$ cat src/rtl/rv32i_mem.sv
// RV32I memory-access stage: data-bus handshake, load extension, store lane steering, MEM/WB register.
// Optional misaligned-access trap is enabled by defining RV32I_MEM_MISALIGN_TRAP_EN.
module rv32i_mem #(
  parameter int TIMEOUT_CYCLES = 255,
  parameter int CNT_W          = 8
) (
  input  logic        Clk,
  input  logic        Reset,
  input  logic        EX_Mem_wr_en,
  input  logic        EX_Mem_rd_en,
  input  logic [2:0]  EX_Mem_op,
  input  logic        EX_MemToReg,
  input  logic [31:0] EX_ALU_result,
  input  logic [31:0] EX_Mem_wr_data,
  input  logic        EX_RegFile_wr_en,
  input  logic [4:0]  EX_Rd_addr,
  output logic        D_req,
  output logic        D_we,
  output logic [31:0] D_addr,
  output logic [3:0]  D_be,
  output logic [31:0] D_wdata,
  input  logic        D_ready,
  input  logic [31:0] D_rdata,
  output logic        MEM_Stall,
  output logic [4:0]  MEM_Rd_addr,
  output logic [31:0] MEM_Rd_data,
  output logic        MEM_RegFile_wr_en,
  output logic        MEM_Bus_err,
  output logic        MEM_Misalign_exc
);

  typedef enum logic [0:0] {S_IDLE, S_WAIT} state_t;
  typedef enum logic [1:0] {SZ_B, SZ_H, SZ_W} size_t;

  localparam logic [CNT_W-1:0] TIMEOUT_LIM = CNT_W'(TIMEOUT_CYCLES);
  localparam bit               TIMEOUT_EN  = (TIMEOUT_CYCLES != 0);

  state_t            state_q, state_d;
  logic [CNT_W-1:0]  cnt_q, cnt_d;
  logic [4:0]        rd_addr_q, rd_addr_d;
  logic [31:0]       rd_data_q, rd_data_d;
  logic              wr_en_q, wr_en_d;
  logic              bus_err_q, bus_err_d;
  logic              misalign_q, misalign_d;

  size_t       size;
  logic [1:0]  a;
  logic        mem_op;
  logic        is_store;
  logic        access;
  logic        misalign_evt;
  logic        timeout_now;
  logic        req;
  logic        stall;
  logic [7:0]  lane_byte;
  logic [15:0] lane_half;
  logic [31:0] load_val;

  assign a        = EX_ALU_result[1:0];
  assign mem_op   = EX_Mem_rd_en | EX_Mem_wr_en;
  assign is_store = EX_Mem_wr_en & ~EX_Mem_rd_en;

  always_comb begin
    size = SZ_W;
    case (EX_Mem_op)
      3'b000, 3'b100: size = SZ_B;
      3'b001, 3'b101: size = SZ_H;
      default:        size = SZ_W;
    endcase
  end

`ifdef RV32I_MEM_MISALIGN_TRAP_EN
  logic misaligned;
  assign misaligned   = ((size == SZ_H) & a[0]) | ((size == SZ_W) & (a != 2'b00));
  assign access       = mem_op & ~misaligned;
  assign misalign_evt = mem_op & misaligned;
`else
  // Low address bits are ignored: halfwords use a[1], words are forced aligned.
  assign access       = mem_op;
  assign misalign_evt = 1'b0;
`endif

  assign timeout_now = TIMEOUT_EN && (state_q == S_WAIT) && (cnt_q == TIMEOUT_LIM) && !D_ready;

  // Reset gates the request combinationally so an abandoned access drops at once.
  assign req       = access & ~timeout_now & ~Reset;
  assign stall     = req & ~D_ready;
  assign D_req     = req;
  assign D_we      = req & is_store;
  assign D_addr    = {EX_ALU_result[31:2], 2'b00};
  assign MEM_Stall = stall;

  always_comb begin
    D_be    = 4'b1111;
    D_wdata = EX_Mem_wr_data;
    if (is_store) begin
      case (size)
        SZ_B: begin
          D_be    = 4'b0001 << a;
          D_wdata = {4{EX_Mem_wr_data[7:0]}};
        end
        SZ_H: begin
          D_be    = a[1] ? 4'b1100 : 4'b0011;
          D_wdata = {2{EX_Mem_wr_data[15:0]}};
        end
        default: begin
          D_be    = 4'b1111;
          D_wdata = EX_Mem_wr_data;
        end
      endcase
    end
  end

  always_comb begin
    lane_byte = D_rdata[7:0];
    case (a)
      2'd0: lane_byte = D_rdata[7:0];
      2'd1: lane_byte = D_rdata[15:8];
      2'd2: lane_byte = D_rdata[23:16];
      2'd3: lane_byte = D_rdata[31:24];
      default: lane_byte = D_rdata[7:0];
    endcase
    lane_half = a[1] ? D_rdata[31:16] : D_rdata[15:0];

    load_val = D_rdata;
    case (size)
      SZ_B: load_val = EX_Mem_op[2] ? {24'd0, lane_byte} : {{24{lane_byte[7]}}, lane_byte};
      SZ_H: load_val = EX_Mem_op[2] ? {16'd0, lane_half} : {{16{lane_half[15]}}, lane_half};
      default: load_val = D_rdata;
    endcase
  end

  always_comb begin
    state_d = state_q;
    case (state_q)
      S_IDLE: if (access && !D_ready) state_d = S_WAIT;
      S_WAIT: if (!access || D_ready || timeout_now) state_d = S_IDLE;
      default: state_d = S_IDLE;
    endcase
    cnt_d = (state_q == S_WAIT && state_d == S_WAIT) ? cnt_q + CNT_W'(1) : '0;
  end

  // Stall, timeout and trap cycles all load a bubble so each instruction writes back once.
  always_comb begin
    rd_addr_d  = EX_Rd_addr;
    rd_data_d  = (access && EX_MemToReg) ? load_val : EX_ALU_result;
    wr_en_d    = EX_RegFile_wr_en & ~is_store & ~stall & ~timeout_now & ~misalign_evt;
    bus_err_d  = timeout_now;
    misalign_d = misalign_evt;
  end

  always_ff @(posedge Clk or posedge Reset) begin
    if (Reset) begin
      state_q    <= S_IDLE;
      cnt_q      <= '0;
      rd_addr_q  <= '0;
      rd_data_q  <= '0;
      wr_en_q    <= 1'b0;
      bus_err_q  <= 1'b0;
      misalign_q <= 1'b0;
    end else begin
      state_q    <= state_d;
      cnt_q      <= cnt_d;
      rd_addr_q  <= rd_addr_d;
      rd_data_q  <= rd_data_d;
      wr_en_q    <= wr_en_d;
      bus_err_q  <= bus_err_d;
      misalign_q <= misalign_d;
    end
  end

  assign MEM_Rd_addr       = rd_addr_q;
  assign MEM_Rd_data       = rd_data_q;
  assign MEM_RegFile_wr_en = wr_en_q;
  assign MEM_Bus_err       = bus_err_q;
  assign MEM_Misalign_exc  = misalign_q;

endmodule

$ cat config.mk
export PLATFORM = sky130hd
export DESIGN_NAME = rv32i_mem
export DESIGN_NICKNAME = d
export VERILOG_FILES = /design/src/rtl/rv32i_mem.sv
export SDC_FILE = /design/constraint.sdc
export NUM_CORES = 1
export LEC_CHECK = 0
export BUFFER_PORTS_ARGS = -buffer_cell sky130_fd_sc_hd__buf_4
export CORE_MARGIN = 1
export CORE_UTILIZATION = 40
export DETAILED_ROUTE_END_ITERATION = 7
export HOLD_SLACK_MARGIN = 0.12
export PLACE_DENSITY = 0.88
export SYNTH_ARGS = -nofsm -noshare
export SYNTH_HDL_FRONTEND = slang
export SYNTH_SLANG_ARGS = --single-unit
$ cat constraint.sdc
create_clock -name Clk -period 2.7 [get_ports Clk]
set_clock_uncertainty 0.2 [all_clocks]
set_input_delay 0.81 -clock Clk [delete_from_list [all_inputs] [get_ports Clk]]
set_output_delay 0.81 -clock Clk [all_outputs]
set_load 0.01 [all_outputs]
# Word-level counts from Yosys, hierarchy flattened
# Index checks and enable logic that the tools add are counted.
totals:
  regBits: 48
  input_bits: 111
  out_inout_bits: 111
classes:
  add_sub_neg: 1
  eq_ne: 8
  n_shift: 1
  mux: 16
  n_bitwise: 16
  n_reduce_logical: 14
ops:
  columns: ["op", "count"]
  rows:
  - ["32-bit two-way mux", 4]
  - ["32-bit case mux with 2 select lines", 2]
  - ["8-bit case mux with 4 select lines", 1]
  - ["16-bit two-way mux", 1]
  - ["8-bit by 1-bit adder with 8-bit output (second input constant)", 1]
  - ["1-bit AND", 8]
  - ["8-bit == test (second input constant)", 1]
  - ["4-bit two-way mux", 2]
  - ["8-bit two-way mux", 1]
  - ["4-bit case mux with 2 select lines", 1]
  - ["1-bit inverter", 7]
  - ["3-bit == test (second input constant)", 2]
  - ["1-bit logical AND", 5]
  - ["2-bit by 1-bit == test with 1-bit output (second input constant)", 2]
  - ["2-bit == test (second input constant)", 2]
  - ["2-bit zero test", 2]
  - ["2-bit case mux with 2 select lines", 1]
  - ["2-bit OR reduction", 2]
  - ["1-bit by 2-bit << shifter with 4-bit output (first input constant)", 1]
  - ["3-bit by 1-bit == test with 1-bit output (second input constant)", 1]
  - ["3-bit zero test", 1]
  - ["1-bit zero test", 2]
  - ["1-bit logical OR", 2]
  - ["1-bit two-way mux", 2]
  - ["2 further kinds", 2]

# Depth between registers and ports, before layout
# Gate-level depths: netlist of run 1.
logic_depth:
  depth_word: 10
  mapped_depth: 6

# Least setup slack after synthesis of run 1
# No wires, ideal clock.
synth_timing:
  path_type: "input to output"
  start: "in EX_Mem_op[1]"
  end: "out D_wdata[24]"
  arrival_time_ps: 1790
  required_ps: 1690
  setup_slack_ps: -100
  path_stages: 6
  path_buffers: 3
  cell_sequence: "buf_4 -> nor3b_1 -> buf_2 -> buf_2 -> nor2_1 -> a21oi_1"
synth_via:
  elab_chain_len: 6
  word_cells_on_any_way: 11
synth_rtl:
  columns: ["item", "line_no", "source"]
  rows:
  - ["from (decl)", "11", "input logic [2:0] EX_Mem_op,"]
  - ["3-bit by 1-bit == test with 1-bit output (tied with other cells)", "65", "case (EX_Mem_op)"]
  - ["2-bit OR reduction", "65", null]
  - ["2-bit case mux with 2 select lines *", "65", null]
  - ["2-bit by 1-bit == test with 1-bit output / 2-bit zero test (equally long branches)", "97", "case (size)"]
  - ["32-bit case mux with 2 select lines *", "97", null]
  - ["32-bit two-way mux *", "96", "if (is_store) begin"]
  - ["to (decl)", "21", "output logic [31:0] D_wdata,"]
# Every way passes the cells marked *; elsewhere a longest branch is shown, timed or not.

# Worst setup path after layout of run 1
layout_timing:
  start: "in EX_Mem_rd_en"
  end: "out D_wdata[18]"
layout_via:
  elab_chain_len: 3
layout_rtl:
  columns: ["item", "line_no", "source"]
  rows:
  - ["from (decl)", "10", "input logic EX_Mem_rd_en,"]
  - ["1-bit inverter", "61", "assign is_store = EX_Mem_wr_en & ~EX_Mem_rd_en;"]
  - ["1-bit AND", "61", null]
  - ["32-bit two-way mux", "96", null]
# No other way between the ends.

==> results of run 1 <==
[registers in the layout, summed over array words and instances (netlist names)]
name / cells
state_q: 1
MEM_Bus_err: 1
MEM_Rd_data: 32
cnt_q: 8
MEM_Rd_addr: 5
MEM_RegFile_wr_en: 1
[report_power, final]
group | internal [mW] | switching (mW)
sequential | 0.773 | 0.0213
clock | 0.168 | 0.219
combinational | 0.398 | 0.361
total | 1.34 | 0.602
[area by class of cell]
cell class                      instances  area (µm²)
Clock buffer                            5        68.8
Fill cell                             615        2540
Inverter                               13        48.8
Multi-Input combinational cell        244        1800
Sequential cell                        48        1200
Tap cell                              102         128
Timing Repair Buffer                  248        2050
[layer usage]
metal,up-vias,track usage [%],wire length (µm)
met1,1784,34.7,5000
met5,-,0,0
met2,227,50.4,6580
li1,1657,-,-
met3,29,3.94,878
met4,0,7.81,332
[through the flow]
| stage | hold slack [ns] | TNS (ns) |
|---|---|---|
| detailed placement | 0.302 | -3.75 |
| global route | 0.329 | -5.05 |
| CTS | 0.314 | -3.46 |
| global placement | 0.298 | -3.25 |
| floorplan | 0.275 | -0.0583 |
| finish | 0.319 | -3.84 |
[timing repair]
action	CTS	global route
pin swaps	2	3
buffers inserted	3	8
cloned	2	1
gates resized for setup	57	18
setup endpoints to repair	24	31
[worst max-delay path, cell delays in order]
cell	delay [ns]
buf_8	0.10
nor3b_4	0.24
buf_6	0.17
buf_12	0.13
mux2_4	0.30
buf_6	0.13
[placed cells by master, fill, tap and decap left out, types with 3 or more instances in the layout]
master and count:
buf_6 22, buf_4 217, nor3_1 4, a31oi_1 18, or3_1 3, nor2_4 6, nor2_1 40, clkbuf_8 5
a221oi_1 7, conb_1 3, mux2_2 3, dfrtp_1 47, nor3b_1 8, a21oi_2 8, and3b_1 9, a22o_1 7
buf_8 3, buf_12 4, inv_1 12, o21ai_0 10, mux2_4 16, mux2i_1 17, nand2_1 7, a21oi_1 30
nand3_1 3, o22ai_1 16
[cells by family (layout without fill, tap and decap cells)]
logic type | Yosys count | count (layout) | share of synthesized area (%)
compound gates | 106 | 106 | 19.9
simple gates | 95 | 95 | 15.5
buf+inv | 81 | 266 | 15.0
flops | 48 | 48 | 36.6
mux | 36 | 36 | 11.7
xor+xnor | 3 | 3 | 0.801
fa+ha+maj | 1 | 1 | 0.381
other cells | 1 | 3 | 0.114
[path summary, 6_finish.rpt]
kind	endpoint	slack, ns	startpoint
min in group asynchronous	cnt_q[1]$_DFF_PP0_	0.42	Reset
worst min-delay path	cnt_q[0]$_DFF_PP0_	0.32	cnt_q[0]$_DFF_PP0_
worst min register to register	cnt_q[0]$_DFF_PP0_	0.32	cnt_q[0]$_DFF_PP0_
worst max register to register	cnt_q[3]$_DFF_PP0_	0.85	cnt_q[2]$_DFF_PP0_
max in group asynchronous	MEM_Rd_addr[3]$_DFF_PP0_	1.58	Reset
worst max-delay path	D_wdata[18]	-0.20	EX_Mem_rd_en
==> out/metrics.cfg, run 1 <==
[floorplanning]
fp.dieH_um = 92.5
pin_count = 222
die_width_um = 92.5
design.die.area_mm2 = 0.00856
floorplan.rows = 32
floorplan.initialDensity_pct = 41.8
core_outline_area_mm2 = 0.00785

[grt]
overall_global_routing_resource_usage_pct = 28.0
number_of_antenna_violations_at_the_first_check_in_global_routing = 0
first_global_vias = 3561
grt_pass1_wl_um = 18600
globalRoute.totalOverflow = 0
grt_max_degree = 39

[worst_setup_path]
cp_max_fo = 5
critPathCaptureType = primary output
timing.critical_path.required_ns = 1.69
worst_r2r_path_depth = 3
start_kind = primary input
critPathKind = in2out
cp_data_arrival_time_ns = 1.89

[placement]
place.port_buffers = 218
dpl_cell_area_mm2 = 0.00481
placed_cells = 642
dp_slack_ns = -0.223
dp.final_hpwl_um = 8700
gp_congestion = 0.829

[timing]
unrepaired_setup_endpoints_after_global_routing = yes
period_needed_ns = 2.90
final_period_util_pct = 107
layout_setup_ws_ns = -0.197
drv_slew = 0
hold_violations_final = 0
max_clock_freq_mhz = 345
report.final.setup_viol = 28
slew-limit-headroom_pct = 29.4
worst_pin_slew_ns = 1.06

[status]
outcome = finished with violations
violations = setup timing

[finish]
fraction_of_layout_instances_using_a_drive_strength_above_1_pct = 54.3
n_antenna_cell = 0
finalNonFillerCells = 660
design_area_mm2 = 0.00531
layout.core_utilization_pct = 67.6
synthToLayoutAreaGrowth_pct = 61.8
finalNetCount = 672

[synthesis]
synth_seq_area_share_pct = 36.6
ys_types = 43
dominantRegCellSynth = dfrtp_1
yosys-top-cells-area = dfrtp_1 37%, buf_4 10%, a21oi_1 5.8%, nor2_1 5.5%, mux2i_1 5.2%
avg_cell_area_syn_um2 = 8.84
ys_ff_latch = 48
netlist_instances = 371
synth_largest_area_cell = dfrtp_1
asr_flop_ratio_synth_pct = 100
synth_area_mm2 = 0.00328
netlist.area_leader.share_pct = 36.6
ys.warnings.count = 0
synthTopCellsByCount = 48 x dfrtp_1, 48 x nor2_1, 44 x buf_4, 38 x a21oi_1, 18 x a31oi_1
synth_enable_flop_cells = 0

[drt]
drt_drc_violations_left = 0
drt-initial-drc-count = 184
antenna_violating_nets_post_route = 0
wirelength_um = 12800
drt_first_pass_iters = 4
wl_per_cell_um = 19.4
route.detailed.vias_per_inst = 5.60
dr_total_vias = 3697

[power_and_ir_drop]
max-vdd-ir-drop_mv = 0.216
lkg_pwr_nw = 2.57
power_density_mw_per_mm2 = 366
fin_total_pwr_mw = 1.94

[clock_tree]
numClockSinks = 48
htree_num_levels = 2
cts.reportedPaths.clkPinSlew_ns = 0.08
clock_latency_ns = 0.29
tritoncts = yes
clock_tree.root_cell = clkbuf_8
cts-buffers-inserted = 5
hold_buffers = 0
max-clock-path-buffers = 2

[min_path]
worstHoldPathType = reg2reg
min_delay_path_depth = 1

[flow_run]
max_cap_viols = 0

(Power assumes the default switching activity.)
==> inputs of run 2 (changes only) <==
==> config.mk (replaced) <==
export PLATFORM = sky130hd
export DESIGN_NAME = rv32i_mem
export DESIGN_NICKNAME = d
export VERILOG_FILES = /design/src/rtl/rv32i_mem.sv
export SDC_FILE = /design/constraint.sdc
export NUM_CORES = 1
export LEC_CHECK = 0
export CORE_MARGIN = 1
export CORE_UTILIZATION = 40
export DETAILED_ROUTE_END_ITERATION = 7
export DONT_BUFFER_PORTS = 1
export HOLD_SLACK_MARGIN = 0.12
export PLACE_DENSITY = 0.65
export SYNTH_ARGS = -nofsm -noshare
export SYNTH_HDL_FRONTEND = slang
export SYNTH_SLANG_ARGS = --single-unit
==> out/metrics.cfg, run 2 (synthesis gave the netlist of run 1 again) <==
[power_and_ir_drop]
power_density_mw_per_mm2 = 523  ; +43%
max-vdd-ir-drop_mv = 0.257  ; +19%
lkg_pwr_nw = 1.35  ; -48%

[placement]
gp_congestion = 0.890  ; +7.3%
dp.final_hpwl_um = 6810  ; -22%
place.port_buffers = 0  ; -100%
dpl_cell_area_mm2 = 0.00310  ; -35%

[floorplanning]
die_width_um = 92.5  ; unchanged
floorplan.initialDensity_pct = 41.8  ; unchanged
core_outline_area_mm2 = 0.00785  ; unchanged
floorplan.rows = 32  ; unchanged
pin_count = 222  ; unchanged
fp.dieH_um = 92.5  ; unchanged
design.die.area_mm2 = 0.00856  ; unchanged

[finish]
fraction_of_layout_instances_using_a_drive_strength_above_1_pct = 15.8  ; -39 points
area.sequential_mm2 = 0.00120  ; -0.10%
multi_input_comb_area_mm2 = 0.00167  ; -7.3%
n_antenna_cell = 0  ; unchanged
layout.core_utilization_pct = 42.1  ; -25 points
number_of_fillers_in_the_final_layout = 788  ; +28%
mostFrequentLayoutCells = 48 x dfrtp_1, 48 x nor2_1, 30 x a21oi_1, 18 x a31oi_1, 17 x mux2i_1
synthToLayoutAreaGrowth_pct = 0.763
design_area_mm2 = 0.00330  ; -38%
finalNetCount = 434  ; -35%
largest_register_ff_count = 32  ; unchanged

[timing]
drv_slew = 0  ; unchanged
holdWs_ns = 0.324  ; +0.00544 ns
hold_violations_final = 0  ; unchanged
slew-limit-headroom_pct = 50.9  ; +21 points
unrepaired_setup_endpoints_after_global_routing = yes
period_needed_ns = 2.66  ; -0.234 ns
worst_pin_slew_ns = 0.735  ; -0.324 ns
report.final.setup_viol = 0  ; -100%
max_clock_freq_mhz = 375  ; +8.8%
final_period_util_pct = 98.6  ; -8.7 points

[drt]
wirelength_um = 9500  ; -26%
max_layer_used = met4
m1WireLength_um = 4190  ; -16%
wl_per_cell_um = 22.3  ; +15%
route.detailed.vias_per_inst = 6.01  ; +7.4%
routed-wl-met3_um = 907  ; +3.3%
met2RoutedLength_um = 4290  ; -35%
drt_drc_violations_left = 0  ; unchanged
drt_first_pass_iters = 4  ; unchanged
drt-initial-drc-count = 128  ; -30%
dr_total_vias = 2556  ; -31%
antenna_violating_nets_post_route = 0  ; unchanged

[worst_setup_path]
wp_buf_inv = 1  ; -3
biggest_cell_delay_along_the_critical_path_ns = 0.36  ; +0.06 ns
cp_cell_sequence = nand2b_4 > nor3_4 > buf_12 > mux2_2
critPathTopFamily = multiplexers
critPathKind = in2out
cp_max_fo = 8  ; +3
timing.critical_path.slowest_stage_cell = mux2_2
start_kind = primary input
timing.critical_path.required_ns = 1.69  ; about the same
critPathCaptureType = primary output
cp_data_arrival_time_ns = 1.65  ; -0.24 ns

[grt]
number_of_antenna_violations_at_the_first_check_in_global_routing = 0  ; unchanged
globalRoute.totalOverflow = 0  ; unchanged
grt_max_degree = 49  ; +26%
grt_pass1_wl_um = 13900  ; -26%
overall_global_routing_resource_usage_pct = 21.3  ; -6.7 points
first_global_vias = 2470  ; -31%

[clock_tree]
clock_latency_ns = 0.30  ; about the same
cts.reportedPaths.clkPinSlew_ns = 0.10  ; +0.02 ns
clock_tree.root_cell = clkbuf_8
htree_num_levels = 2  ; unchanged
cts-buffers-inserted = 5  ; unchanged
numClockSinks = 48  ; unchanged
tritoncts = yes
max-clock-path-buffers = 2  ; unchanged
hold_buffers = 0  ; unchanged

[min_path]
worstHoldPathType = reg2reg

[flow_run]
max_cap_viols = 0  ; unchanged

[status]
outcome = complete, no violations

## run 2: path summary, 6_finish.rpt
kind | startpoint | cells after the start | end | slack [ns]
setup / recovery | EX_Mem_rd_en | 4 | D_wdata[12] | 0.04
max in group asynchronous | Reset | 2 | MEM_Rd_data[15]$_DFF_PP0_ | 1.52
hold reg to reg | cnt_q[0]$_DFF_PP0_ | 1 | cnt_q[0]$_DFF_PP0_ | 0.32
min in group asynchronous | Reset | 2 | state_q$_DFF_PP0_ | 0.35
setup reg to reg | cnt_q[2]$_DFF_PP0_ | 3 | cnt_q[3]$_DFF_PP0_ | 0.96
hold / removal | cnt_q[0]$_DFF_PP0_ | 1 | cnt_q[0]$_DFF_PP0_ | 0.32
## run 2: power breakdown
part	internal (mW)	switching [mW]
registers	0.774	0.0537
logic	0.116	0.153
clock network	0.373	0.261
total	1.26	0.467
## run 2: repair_timing
item | 4_1_cts | 5_1_grt
gates resized for setup | 2 | 5
endpoints found under the setup margin | 3 | 19
pin swaps | 0 | 2
buffers inserted | 0 | 1
cloned | 0 | 1
endpoints found under the hold margin | 0 | 0
## run 2: metal layers
| metal | global-route usage [%] | up-vias |
|---|---|---|
| met3 | 6.81 | 8 |
| met4 | 5.34 | 0 |
| li1 | - | 1186 |
| met5 | 0 | - |
| met1 | 29.2 | 1234 |
| met2 | 32.4 | 128 |
## run 2: stage by stage
stage          setup WS [ns]  setup TNS [ns]  total power, mW  instances
6_report              0.0366               0             1.73        425
5_1_grt             -0.00329         -0.0107             1.81        425
4_1_cts               0.0108               0             1.74        423
3_5_place_dp          0.0101               0             1.11        415
3_3_place_gp          0.0296               0             1.10        415
2_1_floorplan        -0.0291         -0.0583             1.13        373
## run 2: final cells by class
class | count | share of cell area [%]
Tap cell | 102 | 3.86
Timing Repair Buffer | 10 | 3.56
Clock buffer | 5 | 2.08
Clock inverter | 3 | 2.08
Multi-Input combinational cell | 244 | 50.6
Sequential cell | 48 | 36.3
Inverter | 13 | 1.48
==> inputs of run 3 (changes only) <==
--- a/config.mk
+++ b/config.mk
@@ -10,6 +10,7 @@
 export DETAILED_ROUTE_END_ITERATION = 7
 export DONT_BUFFER_PORTS = 1
 export HOLD_SLACK_MARGIN = 0.12
+export MAX_ROUTING_LAYER = met4
 export PLACE_DENSITY = 0.65
 export SYNTH_ARGS = -nofsm -noshare
 export SYNTH_HDL_FRONTEND = slang
==> out/metrics.cfg, run 3 (synthesis gave the netlist of run 1 again) <==
[timing]
drv_slew = 0  ; unchanged
unrepaired_setup_endpoints_after_global_routing = yes
layout_setup_ws_ns = 0.0352  ; -0.00144 ns
setup_tns_ns = 0  ; unchanged
max_clock_freq_mhz = 375  ; about the same
hold_violations_final = 0  ; unchanged
worst_pin_slew_ns = 0.726  ; -0.00879 ns
period_needed_ns = 2.66  ; +0.00144 ns
report.final.setup_viol = 0  ; unchanged
final_period_util_pct = 98.7  ; about the same
slew-limit-headroom_pct = 51.5  ; +0.59 points

[power_and_ir_drop]
lkg_pwr_nw = 1.35  ; unchanged
power_density_mw_per_mm2 = 524  ; about the same
max-vdd-ir-drop_mv = 0.255  ; -0.86%

[floorplanning]
floorplan.rows = 32  ; unchanged
floorplan.initialDensity_pct = 41.8  ; unchanged
pin_count = 222  ; unchanged
die_width_um = 92.5  ; unchanged
core_outline_area_mm2 = 0.00785  ; unchanged
design.die.area_mm2 = 0.00856  ; unchanged
fp.dieH_um = 92.5  ; unchanged

[placement]
dp.final_hpwl_um = 6810  ; unchanged
place.port_buffers = 0  ; unchanged
dp_slack_ns = 0.0101  ; unchanged
gp_congestion = 0.903  ; +1.4%

[grt]
overall_global_routing_resource_usage_pct = 21.9  ; +0.58 points
number_of_antenna_violations_at_the_first_check_in_global_routing = 0  ; unchanged
grt_max_degree = 49  ; unchanged
grt_pass1_wl_um = 13900  ; about the same
globalRoute.totalOverflow = 0  ; unchanged
first_global_vias = 2464  ; -0.24%

[drt]
wl_per_cell_um = 22.4  ; +0.35%
antenna_violating_nets_post_route = 0  ; unchanged
wirelength_um = 9530  ; +0.35%
drt_drc_violations_left = 0  ; unchanged
dr_total_vias = 2562  ; +0.23%
drt-initial-drc-count = 133  ; +3.9%
drt_first_pass_iters = 4  ; unchanged
route.detailed.vias_per_inst = 6.03  ; +0.23%

[clock_tree]
max-clock-path-buffers = 2  ; unchanged
numClockSinks = 48  ; unchanged
hold_buffers = 0  ; unchanged
htree_num_levels = 2  ; unchanged
cts-buffers-inserted = 5  ; unchanged
tritoncts = yes
clock_tree.root_cell = clkbuf_8
cts.reportedPaths.clkPinSlew_ns = 0.10  ; about the same
clock_latency_ns = 0.30  ; about the same

[worst_setup_path]
reg2reg_to = cnt_q[3]$_DFF_PP0_
cp_max_fo = 8  ; unchanged
reg2reg_setup_slack_ns = 0.95  ; about the same
start_kind = primary input
critical_path.reg2reg.startpoint = cnt_q[2]$_DFF_PP0_
timing.critical_path.required_ns = 1.69  ; about the same
cp_data_arrival_time_ns = 1.65  ; about the same
critPathCaptureType = primary output
worst_r2r_path_depth = 3  ; unchanged
critPathKind = in2out

[finish]
largest_register_ff_count = 32  ; unchanged
finalNetCount = 434  ; unchanged
mostFrequentLayoutCells = 48 x dfrtp_1, 48 x nor2_1, 30 x a21oi_1, 18 x a31oi_1, 17 x mux2i_1
synthToLayoutAreaGrowth_pct = 0.763  ; unchanged
layout.core_utilization_pct = 42.1  ; unchanged
n_antenna_cell = 0  ; unchanged
fraction_of_layout_instances_using_a_drive_strength_above_1_pct = 15.8  ; unchanged

[min_path]
hold_path_end = cnt_q[0]$_DFF_PP0_
hp-start = cnt_q[0]$_DFF_PP0_
min_delay_path_depth = 1  ; unchanged
worstHoldPathType = reg2reg

[flow_run]
max_cap_viols = 0  ; unchanged

[status]
outcome = complete, no violations

run 3: cell counts in the layout (fill, tap and decap cells not counted):
No cell type changed its count.
run 3: how the worst max path moves through the flow:
| stage | slack [ns] | endpoint | depth (start not counted) | startpoint |
|---|---|---|---|---|
| 6_report | 0.04 | D_wdata[12] | 4 | EX_Mem_rd_en |
| 5_1_grt | -0.003 | D_wdata[13] | 4 | EX_Mem_rd_en |
| 4_1_cts | 0.01 | D_wdata[14] | 4 | EX_Mem_rd_en |
| 3_5_place_dp | 0.01 | D_wdata[16] | 3 | EX_Mem_rd_en |
| 3_3_place_gp | 0.03 | D_wdata[23] | 3 | EX_Mem_rd_en |
| 2_1_floorplan | -0.03 | D_be[0] | 5 | EX_Mem_op[1] |
run 3: where the power goes:
part / switching, mW / total [mW] / internal (mW)
registers: 0.0538 / 0.828 / 0.774
logic: 0.152 / 0.268 / 0.116
clock network: 0.262 / 0.635 / 0.373
run 3: stage by stage:
| step | instances | area, µm² | hold slack (ns) | total power, mW |
|---|---|---|---|---|
| 4_1_cts | 423 | 3250 | 0.317 | 1.74 |
| 6_report | 425 | 3300 | 0.320 | 1.73 |
| 2_1_floorplan | 373 | 3320 | 0.275 | 1.13 |
| 3_5_place_dp | 415 | 3100 | 0.303 | 1.11 |
| 3_3_place_gp | 415 | 3100 | 0.298 | 1.10 |
| 5_1_grt | 425 | 3300 | 0.305 | 1.81 |
run 3: repair_timing:
action | CTS | global route
pin swaps | 0 | 2
setup buffers | 0 | 1
endpoints found under the hold margin | 0 | 0
gates resized for setup | 2 | 5
endpoints found under the setup margin | 3 | 19
gates cloned | 0 | 1
run 3: critical path: stages:
cell and delay [ns]:
nand2b_4 0.13, nor3_4 0.19, buf_12 0.15, mux2_2 0.36
run 3: final cells by class:
class / instances / area, µm²
multi-input combinational: 244 / 1670
inverter: 13 / 48.8
tap: 102 / 128
clock inverter: 3 / 68.8
clock buffer: 5 / 68.8
sequential: 48 / 1200
timing repair buffer: 10 / 118
fill: 788 / 4540
run 3: per-layer routing:
metal  vias to the layer above  part of all wire (%)  track usage [%]
met3                        11                   8.2             6.08
met2                       120                    45             32.3
li1                       1189                     -                -
met1                      1242                    46             29.7
met5                         -                     0                -
met4                         0                   1.2             5.34
